--- src/rtl/mdu_sequencer.sv ---
// ---------------------------------------------------------------------------
// mdu_sequencer
//
// Multi-cycle multiply/divide sequencer for the EX stage. One operation is in
// flight at a time. Division runs as a restoring shift/subtract loop, one
// quotient bit per cycle. Multiplication is delegated to an external
// multiplier: operands are registered, held for MUL_LAT cycles, then the
// product half of interest is captured. The result is held in DONE until the
// consumer takes it.
//
// Ports
//   clk, rst              clock, asynchronous active-high reset
//   req_valid/req_ready   request handshake (req_ready = IDLE && !flush)
//   req_op                000 MUL, 001 MULH, 010 MULHU, 011 illegal,
//                         100 DIV, 101 MOD, 110 DIVU, 111 MODU
//   req_src1/req_src2     dividend/multiplicand, divisor/multiplier
//   flush                 cancel the current operation, drop its result
//   resp_valid/ready/data response handshake and registered result
//   busy                  state != IDLE
//   mul_signed/x/y        registered operands to the external multiplier
//   mul_res               external multiplier product
//
// State | Meaning
// ------+-------------------------------------------------------------
// IDLE  | waiting for a request
// MUL   | operands held on mul_x/mul_y, counting down the multiplier latency
// DIV   | one restoring-division iteration per cycle
// DONE  | resp_valid high, result held until resp_ready
// ---------------------------------------------------------------------------
module mdu_sequencer #(
    parameter int DATA_WIDTH = 32,
    parameter int MUL_LAT    = 2
) (
    input  logic                    clk,
    input  logic                    rst,
    input  logic                    req_valid,
    output logic                    req_ready,
    input  logic [2:0]              req_op,
    input  logic [DATA_WIDTH-1:0]   req_src1,
    input  logic [DATA_WIDTH-1:0]   req_src2,
    input  logic                    flush,
    output logic                    resp_valid,
    input  logic                    resp_ready,
    output logic [DATA_WIDTH-1:0]   resp_data,
    output logic                    busy,
    output logic                    mul_signed,
    output logic [DATA_WIDTH-1:0]   mul_x,
    output logic [DATA_WIDTH-1:0]   mul_y,
    input  logic [2*DATA_WIDTH-1:0] mul_res
);

    localparam int CNT_W = $clog2(DATA_WIDTH);
    localparam logic [CNT_W-1:0] MUL_LOAD = CNT_W'(MUL_LAT - 1);
    localparam logic [CNT_W-1:0] DIV_LOAD = CNT_W'(DATA_WIDTH - 1);

    localparam logic [2:0] OP_MUL     = 3'b000;
    localparam logic [2:0] OP_MULHU   = 3'b010;
    localparam logic [2:0] OP_ILLEGAL = 3'b011;

    typedef enum logic [1:0] {
        ST_IDLE = 2'd0,
        ST_MUL  = 2'd1,
        ST_DIV  = 2'd2,
        ST_DONE = 2'd3
    } state_t;

    state_t                  state;
    logic [CNT_W-1:0]        cnt;
    logic [2:0]              op_q;
    logic [DATA_WIDTH-1:0]   dvd_q;      // dividend shifting out, quotient shifting in
    logic [DATA_WIDTH-1:0]   dvs_q;
    logic [DATA_WIDTH-1:0]   rem_q;      // partial remainder is always < divisor
    logic                    qneg_q;
    logic                    rneg_q;

    // ------------------------------------------------------------------
    // Request-side decode
    // ------------------------------------------------------------------
    logic                  accept;
    logic                  src1_neg;
    logic                  src2_neg;
    logic [DATA_WIDTH-1:0] src1_mag;
    logic [DATA_WIDTH-1:0] src2_mag;

    assign req_ready = (state == ST_IDLE) && !flush;
    assign busy      = (state != ST_IDLE);
    assign accept    = req_valid && req_ready;

    // Only signed ops (op[1]==0) treat the top bit as a sign
    assign src1_neg = req_src1[DATA_WIDTH-1] & ~req_op[1];
    assign src2_neg = req_src2[DATA_WIDTH-1] & ~req_op[1];
    assign src1_mag = src1_neg ? -req_src1 : req_src1;
    assign src2_mag = src2_neg ? -req_src2 : req_src2;

    // ------------------------------------------------------------------
    // One restoring-division iteration. The borrow bit of the 33-bit
    // difference doubles as the "remainder < divisor" compare.
    // ------------------------------------------------------------------
    logic [DATA_WIDTH:0]   rem_sh;
    logic [DATA_WIDTH:0]   rem_diff;
    logic                  q_bit;
    logic [DATA_WIDTH-1:0] rem_nxt;
    logic [DATA_WIDTH-1:0] quo_nxt;
    logic [DATA_WIDTH-1:0] quo_fix;
    logic [DATA_WIDTH-1:0] rem_fix;

    always_comb begin
        rem_sh   = {rem_q, dvd_q[DATA_WIDTH-1]};
        rem_diff = rem_sh - {1'b0, dvs_q};
        q_bit    = ~rem_diff[DATA_WIDTH];
        rem_nxt  = q_bit ? rem_diff[DATA_WIDTH-1:0] : rem_sh[DATA_WIDTH-1:0];
        quo_nxt  = {dvd_q[DATA_WIDTH-2:0], q_bit};
        quo_fix  = qneg_q ? -quo_nxt : quo_nxt;
        rem_fix  = rneg_q ? -rem_nxt : rem_nxt;
    end

    // ------------------------------------------------------------------
    // Sequencer
    // ------------------------------------------------------------------
    always_ff @(posedge clk or posedge rst) begin
        if (rst) begin
            state      <= ST_IDLE;
            cnt        <= '0;
            op_q       <= '0;
            dvd_q      <= '0;
            dvs_q      <= '0;
            rem_q      <= '0;
            qneg_q     <= 1'b0;
            rneg_q     <= 1'b0;
            resp_valid <= 1'b0;
            resp_data  <= '0;
            mul_x      <= '0;
            mul_y      <= '0;
            mul_signed <= 1'b0;
        end else if (flush) begin
            state      <= ST_IDLE;
            cnt        <= '0;
            resp_valid <= 1'b0;
        end else begin
            unique case (state)
                ST_IDLE: begin
                    if (accept) begin
                        op_q <= req_op;
                        if (req_op == OP_ILLEGAL) begin
                            resp_data  <= '0;
                            resp_valid <= 1'b1;
                            state      <= ST_DONE;
                        end else if (!req_op[2]) begin
                            mul_x      <= req_src1;
                            mul_y      <= req_src2;
                            mul_signed <= (req_op != OP_MULHU);
                            cnt        <= MUL_LOAD;
                            state      <= ST_MUL;
                        end else if (req_src2 == '0) begin
                            // Divide by zero: all-ones quotient, raw dividend as remainder
                            resp_data  <= req_op[0] ? req_src1 : '1;
                            resp_valid <= 1'b1;
                            state      <= ST_DONE;
                        end else begin
                            dvd_q  <= src1_mag;
                            dvs_q  <= src2_mag;
                            qneg_q <= src1_neg ^ src2_neg;
                            rneg_q <= src1_neg;
                            rem_q  <= '0;
                            cnt    <= DIV_LOAD;
                            state  <= ST_DIV;
                        end
                    end
                end

                ST_MUL: begin
                    if (cnt == '0) begin
                        resp_data  <= (op_q == OP_MUL) ? mul_res[DATA_WIDTH-1:0]
                                                       : mul_res[2*DATA_WIDTH-1:DATA_WIDTH];
                        resp_valid <= 1'b1;
                        state      <= ST_DONE;
                    end else begin
                        cnt <= cnt - 1'b1;
                    end
                end

                ST_DIV: begin
                    rem_q <= rem_nxt;
                    dvd_q <= quo_nxt;
                    if (cnt == '0) begin
                        resp_data  <= op_q[0] ? rem_fix : quo_fix;
                        resp_valid <= 1'b1;
                        state      <= ST_DONE;
                    end else begin
                        cnt <= cnt - 1'b1;
                    end
                end

                ST_DONE: begin
                    if (resp_ready) begin
                        resp_valid <= 1'b0;
                        state      <= ST_IDLE;
                    end
                end

                default: state <= ST_IDLE;
            endcase
        end
    end

endmodule
--- config.mk ---
export PLATFORM = sky130hd
export DESIGN_NAME = mdu_sequencer
export DESIGN_NICKNAME = d
export VERILOG_FILES = /design/src/rtl/mdu_sequencer.sv
export SDC_FILE = /design/constraint.sdc
export NUM_CORES = 1
export LEC_CHECK = 0
export ABC_CLOCK_PERIOD_IN_PS = 8109
export CORE_UTILIZATION = 55
export DETAILED_ROUTE_END_ITERATION = 10
export PLACE_DENSITY = 0.82
export SLEW_MARGIN = 20
export SYNTH_ARGS = -nofsm -noshare
export SYNTH_HDL_FRONTEND = slang
export SYNTH_SLANG_ARGS = --single-unit
--- constraint.sdc ---
create_clock -name clk -period 8.11 [get_ports clk]
set_input_delay 0.811 -clock clk [delete_from_list [all_inputs] [get_ports clk]]
set_output_delay 0.811 -clock clk [all_outputs]
set_load 0.005 [all_outputs]
## After elaboration in Yosys (flattened, before gate mapping)

Cells that the tools add are included.

- Flip-flop bits (word level): 206
- Output and inout bits: 100

- $add $sub $neg: 6
- Eq/ne operators: 21
- Multiplexer cells: 48
- Bitwise logic cells: 9
- Reduce and logical (&&, ||, !) cells: 20

Operators with widths:

| operator | number |
|---|---|
| two-way mux 32 bit | 22 |
| negation 32 bit | 4 |
| case mux 32 bit (2 select lines) | 2 |
| case mux 32 bit (3 select lines) | 1 |
| subtractor 33 x 32 -> 33 bit | 1 |
| zero test 32 bit | 1 |
| two-way mux 5 bit | 6 |
| AND reduction 5 bit | 3 |
| two-way mux 2 bit | 6 |
| != test 2 bit, second input constant | 6 |
| != test 3 bit, second input constant | 4 |
| AND reduction 6 bit | 2 |
| case mux 5 bit (2 select lines) | 1 |
| two-way mux 1 bit | 8 |
| AND reduction 7 bit | 1 |
| != test 3 x 1 -> 1 bit, second input constant | 2 |
| != test 3 x 2 -> 1 bit, second input constant | 2 |
| NOT 1 bit | 6 |
| case mux 2 bit (3 select lines) | 1 |
| AND reduction 3 bit | 2 |
| nonzero test 3 bit | 2 |
| zero test 5 bit | 1 |
| subtractor 5 x 1 -> 5 bit, second input constant | 1 |
| == test 2 bit, second input constant | 2 |
| 14 further kinds | 17 |

## Depth between registers and ports, before layout

- Word-level depth: 8
- Mapped depth: 26
- Depth with buffers taken out: 22

## Worst setup path after synthesis

Ideal clock, no wire load.

- Path type: register to register
- From: register dvd_q[31]
- To: register resp_data[28]
- Data arrival time: 5.581 ns
- Data required time: 8.033 ns
- Slack: 2.452 ns
- Stages on the path, launching flop included: 24
- Path buffers: 3
- Clock period less this slack: 5.658 ns
- Path through: dfrtp_1 inv_1 ha_1 fa_1 nand2b_1 a211oi_2 o41a_1 a211o_2 nand3_2 a21oi_1 clkbuf_1 nor2_2 buf_2 buf_2 nand2_1 o21ai_0 ha_1 nor3b_1 nand4_2 a222oi_1 o2111ai_2 nor3b_1 mux2_1 a21oi_1

- Cells in the longest elaborated chain, start to end: 7

Ends and longest elaborated chain:

| item | RTL line | text |
|---|---|---|
| from (decl) | 70 | `logic [DATA_WIDTH-1:0] dvd_q;` |
| from (signal assigned) | 160 | `dvd_q <= src1_mag;` |
| from (signal assigned) | 184 | `dvd_q <= quo_nxt;` |
| subtractor 33 x 32 -> 33 bit | 109 | `rem_diff = rem_sh - {1'b0, dvs_q};` |
| two-way mux 32 bit or NOT 1 bit (tied branches) | 111, 110 |  |
| negation 32 bit (on tied branches) | 114, 113 |  |
| two-way mux 32 bit (on tied branches) | 114, 113 |  |
| two-way mux 32 bit * | 186 | `resp_data <= op_q[0] ? rem_fix : quo_fix;` |
| two-way mux 32 bit * | 185 | `if (cnt == '0) begin` |
| case mux 32 bit (3 select lines) * | 140 | `unique case (state)` |
| to (signal assigned) | 156 | `resp_data <= req_op[0] ? req_src1 : '1;` |
| to (signal assigned) | 173 | `resp_data <= (op_q == OP_MUL) ? mul_res[DATA_WIDTH-1:0]` |
| to (signal assigned) | 186 |  |
| to (decl) | 44 | `output logic [DATA_WIDTH-1:0] resp_data,` |

Every way passes the cells marked *; elsewhere a longest branch is shown, timed or not. The select of a mux whose other input is x is not followed.
A chain may end at the register's enable or synchronous reset.

## Worst setup path in the final report

Same ends and word-level chain as after synthesis.

==> results_dict.tcl <==
set metrics [dict create \
    path_clk_slew_ns 0.06 \
    hp-class "reg -> reg" \
    overflow 0 \
    max_slew_margin_pct 28.3 \
    core_mm2 0.0269 \
    route.detailed.drc 0 \
    grt_use_total_pct 34.2 \
    required_ns 8.57 \
    avgSynthCellArea_um2 8.27 \
    cts_tree "built" \
    antenna_found_initial 0 \
    layout_common_cells "clkdlybuf4s50_1, dfrtp_1, nand2_1" \
    grt_max_degree 142 \
    leakage_nw 7.63 \
    max-vdd-ir-drop_mv 0.373 \
    critPathMaxStageDelay_ns 0.61 \
    mostFrequentLayoutCell "clkdlybuf4s50_1" \
    holdBufCountCts 0 \
    design_area_mm2 0.0185 \
    wl_per_cell_um 20.5 \
    ios 236 \
    rows 60 \
    clockBufferDepth 3 \
    die_x_um 167 \
    synth-edff-count 0 \
    async_reset_ff_share_pct 100 \
    port_buffers 235 \
    end_kind "flip-flop" \
    syn_nets 2000 \
    p_per_area_mw_per_mm2 341 \
    drt_iter0_drc 1734 \
    drive_above_1_share_pct 8.39 \
    cts.htree.levels 1 \
    rsz0062_at_grt "no" \
    holdWs_ns 0.480 \
    cap_viol_max_count 0 \
    post_cts_buffers 0 \
    final_nets 2176 \
    ys_seq_elements 206 \
    post_dp_cell_area_mm2 0.0176 \
    path_buf_inv 3 \
    vias 15100 \
    post-route-util_pct 68.8 \
    worst_pin_slew_ns 1.05 \
    crit_type "reg -> reg" \
    max_freq_ghz 0.164 \
    grt_pass1_wl_mm 77.3 \
    synth-seq-area-share_pct 34.2 \
    viasPerCell 6.42 \
    synth_cells 1820 \
    outcome "complete, no violations" \
    cts-root-buf "clkbuf_16" \
    fin_tns_setup_ns 0 \
    clock_sinks 206 \
    ys_types 86 \
    drtAntennaViolNets 0 \
    crit_chain "inv_1 > ha_1 > fa_1 > nand2b_1 > a211oi_2 > o41a_1 > a211o_2 > and3_1 > nor3_4 > nor2_2 > buf_4 > o21ai_0 > ha_1 > nor3b_1 > nand4_2 > a222oi_1 > buf_4 > o2111ai_2 > nor3b_1 > mux2_1 > a21oi_1" \
    grt_pass1_vias 14600 \
    ctsResizeCount 0 \
    place_hpwl_mm 34.9 \
    start_util_pct 56.0 \
    finalClockSkew_ns 0.0145 \
    cpLargestDelayFamily "compound AO/OA/AOI/OAI gates" \
    cp_data_arrival_time_ns 6.58 \
    clk_latency_ns 0.55 \
    ys_warn_count 0 \
    first_pass_iters 9 \
    critPathLaunchType "flip-flop" \
    area_delta_synth_final_pct 22.8 \
    ys.flop_type "dfrtp_1" \
    n_antenna_cell 0 \
    worstPathMaxFanout 36 \
    setup_viol 0 \
    drt_wl_total_mm 48.4 \
    fp.dieH_um 167 \
    timing.final.crit_period_ns 6.12 \
    place_congestion 0.934 \
    finalCritPeriodShare_pct 75.4 \
    syn_area_mm2 0.0151 \
    numCtsBuffers 25 \
    slew_viol_final 0 \
    dieArea_mm2 0.0280 \
    hold_violations 0 \
    cp_slowest_cell "nor3_4" \
]
-- metrics by stage --
step           total power, mW  setup slack, ns  instances
2_1_floorplan             3.82             1.67       1820
3_5_place_dp              5.08             2.17       2308
4_1_cts                   6.27             2.09       2353
6_report                  6.31             1.99       2355
3_3_place_gp              5.00             2.32       2308
5_1_grt                   6.70             1.53       2355
-- area by class of cell --
type | instances | area (µm²)
Multi-Input combinational cell | 1435 | 9250
Fill cell | 2174 | 8390
Sequential cell | 206 | 5150
Timing Repair Buffer | 259 | 2550
Clock buffer | 32 | 682
Tap cell | 341 | 427
Inverter | 69 | 267
Clock inverter | 13 | 155
-- cell families after synthesis --
| kind of cell | count (synthesis) | share of synthesized area, % |
|---|---|---|
| AO/OA/AOI/OAI | 590 | 24.1 |
| XOR/XNOR | 123 | 7.16 |
| adder cells (fa/ha/maj) | 44 | 3.71 |
| buffers and inverters | 179 | 4.62 |
| flip-flops | 206 | 34.2 |
| multiplexers | 119 | 8.53 |
| AND/OR/NAND/NOR | 559 | 17.7 |
-- registers in the layout, summed over array words and instances, names as in the netlist --
signal      cells
dvd_q          32
dvs_q          32
mul_x          32
mul_y          32
rem_q          32
resp_data      32
cnt             5
op_q            3
state           2
mul_signed      1
qneg_q          1
resp_valid      1
rneg_q          1
-- tightest hold or removal path: stages, from the launching register on --
cell and delay [ns]:
dfrtp_1 0.34, nand2_1 0.05, o21ai_0 0.06
-- worst paths after layout --
path,from,endpoint,slack [ns],depth (start not counted)
worst min register to register,resp_data[10]$_DFFE_PP0P_,resp_data[10]$_DFFE_PP0P_,0.48,2
worst max-delay path,dvd_q[31]$_DFFE_PP0P_,resp_data[28]$_DFFE_PP0P_,1.99,21
worst min-delay path,resp_data[10]$_DFFE_PP0P_,resp_data[10]$_DFFE_PP0P_,0.48,2
worst max register to register,dvd_q[31]$_DFFE_PP0P_,resp_data[28]$_DFFE_PP0P_,1.99,21
max in group asynchronous,rst,resp_data[26]$_DFFE_PP0P_,6.03,3
min in group asynchronous,rst,mul_y[29]$_DFFE_PP0P_,0.71,2
-- routing by layer --
layer  wire length [µm]  global-route usage (%)  vias up
met3               3830                    4.94      144
met2              22600                    55.3      759
met1              20100                    46.2     7273
met4               1780                    13.8        0
li1                   -                       -     6936
met5                  0                       0        -
-- cell usage after synthesis (7+ instances only) --
master	number	area share, %
a211o_1	7	0.41
a211oi_1	11	0.55
a21o_1	20	1.0
a21oi_1	160	5.3
a221oi_1	16	0.93
a31oi_1	11	0.46
and2_1	8	0.33
and3_1	11	0.46
buf_1	11	0.27
buf_2	7	0.23
clkbuf_1	90	2.2
dfrtp_1	206	34
ha_1	43	3.6
inv_1	68	1.7
mux2_2	73	5.5
mux2i_1	45	3.0
nand2_1	199	5.0
nand2b_1	22	0.91
nand3_1	30	1.0
nand4_1	14	0.58
nor2_1	140	3.5
nor2b_1	7	0.29
nor3_1	41	1.4
nor3b_1	10	0.50
nor4_1	13	0.54
o211ai_1	16	0.80
o21a_1	17	0.85
o21ai_0	194	6.4
o21ai_1	19	0.63
o221ai_1	11	0.64
o31ai_1	30	1.5
o41ai_1	11	0.64
or3_1	23	0.96
or4_1	12	0.60
xnor2_1	67	3.9
xor2_1	56	3.3
-- where the power goes --
part | total, mW | leakage, nW | switching (mW) | internal (mW)
clock | 1.16 | 0.422 | 0.469 | 0.691
sequential | 1.79 | 2.55 | 0.340 | 1.45
combinational | 3.36 | 4.66 | 1.85 | 1.51
total | 6.31 | 7.63 | 2.65 | 3.66
No activity file was read; power rests on OpenSTA's default activity.
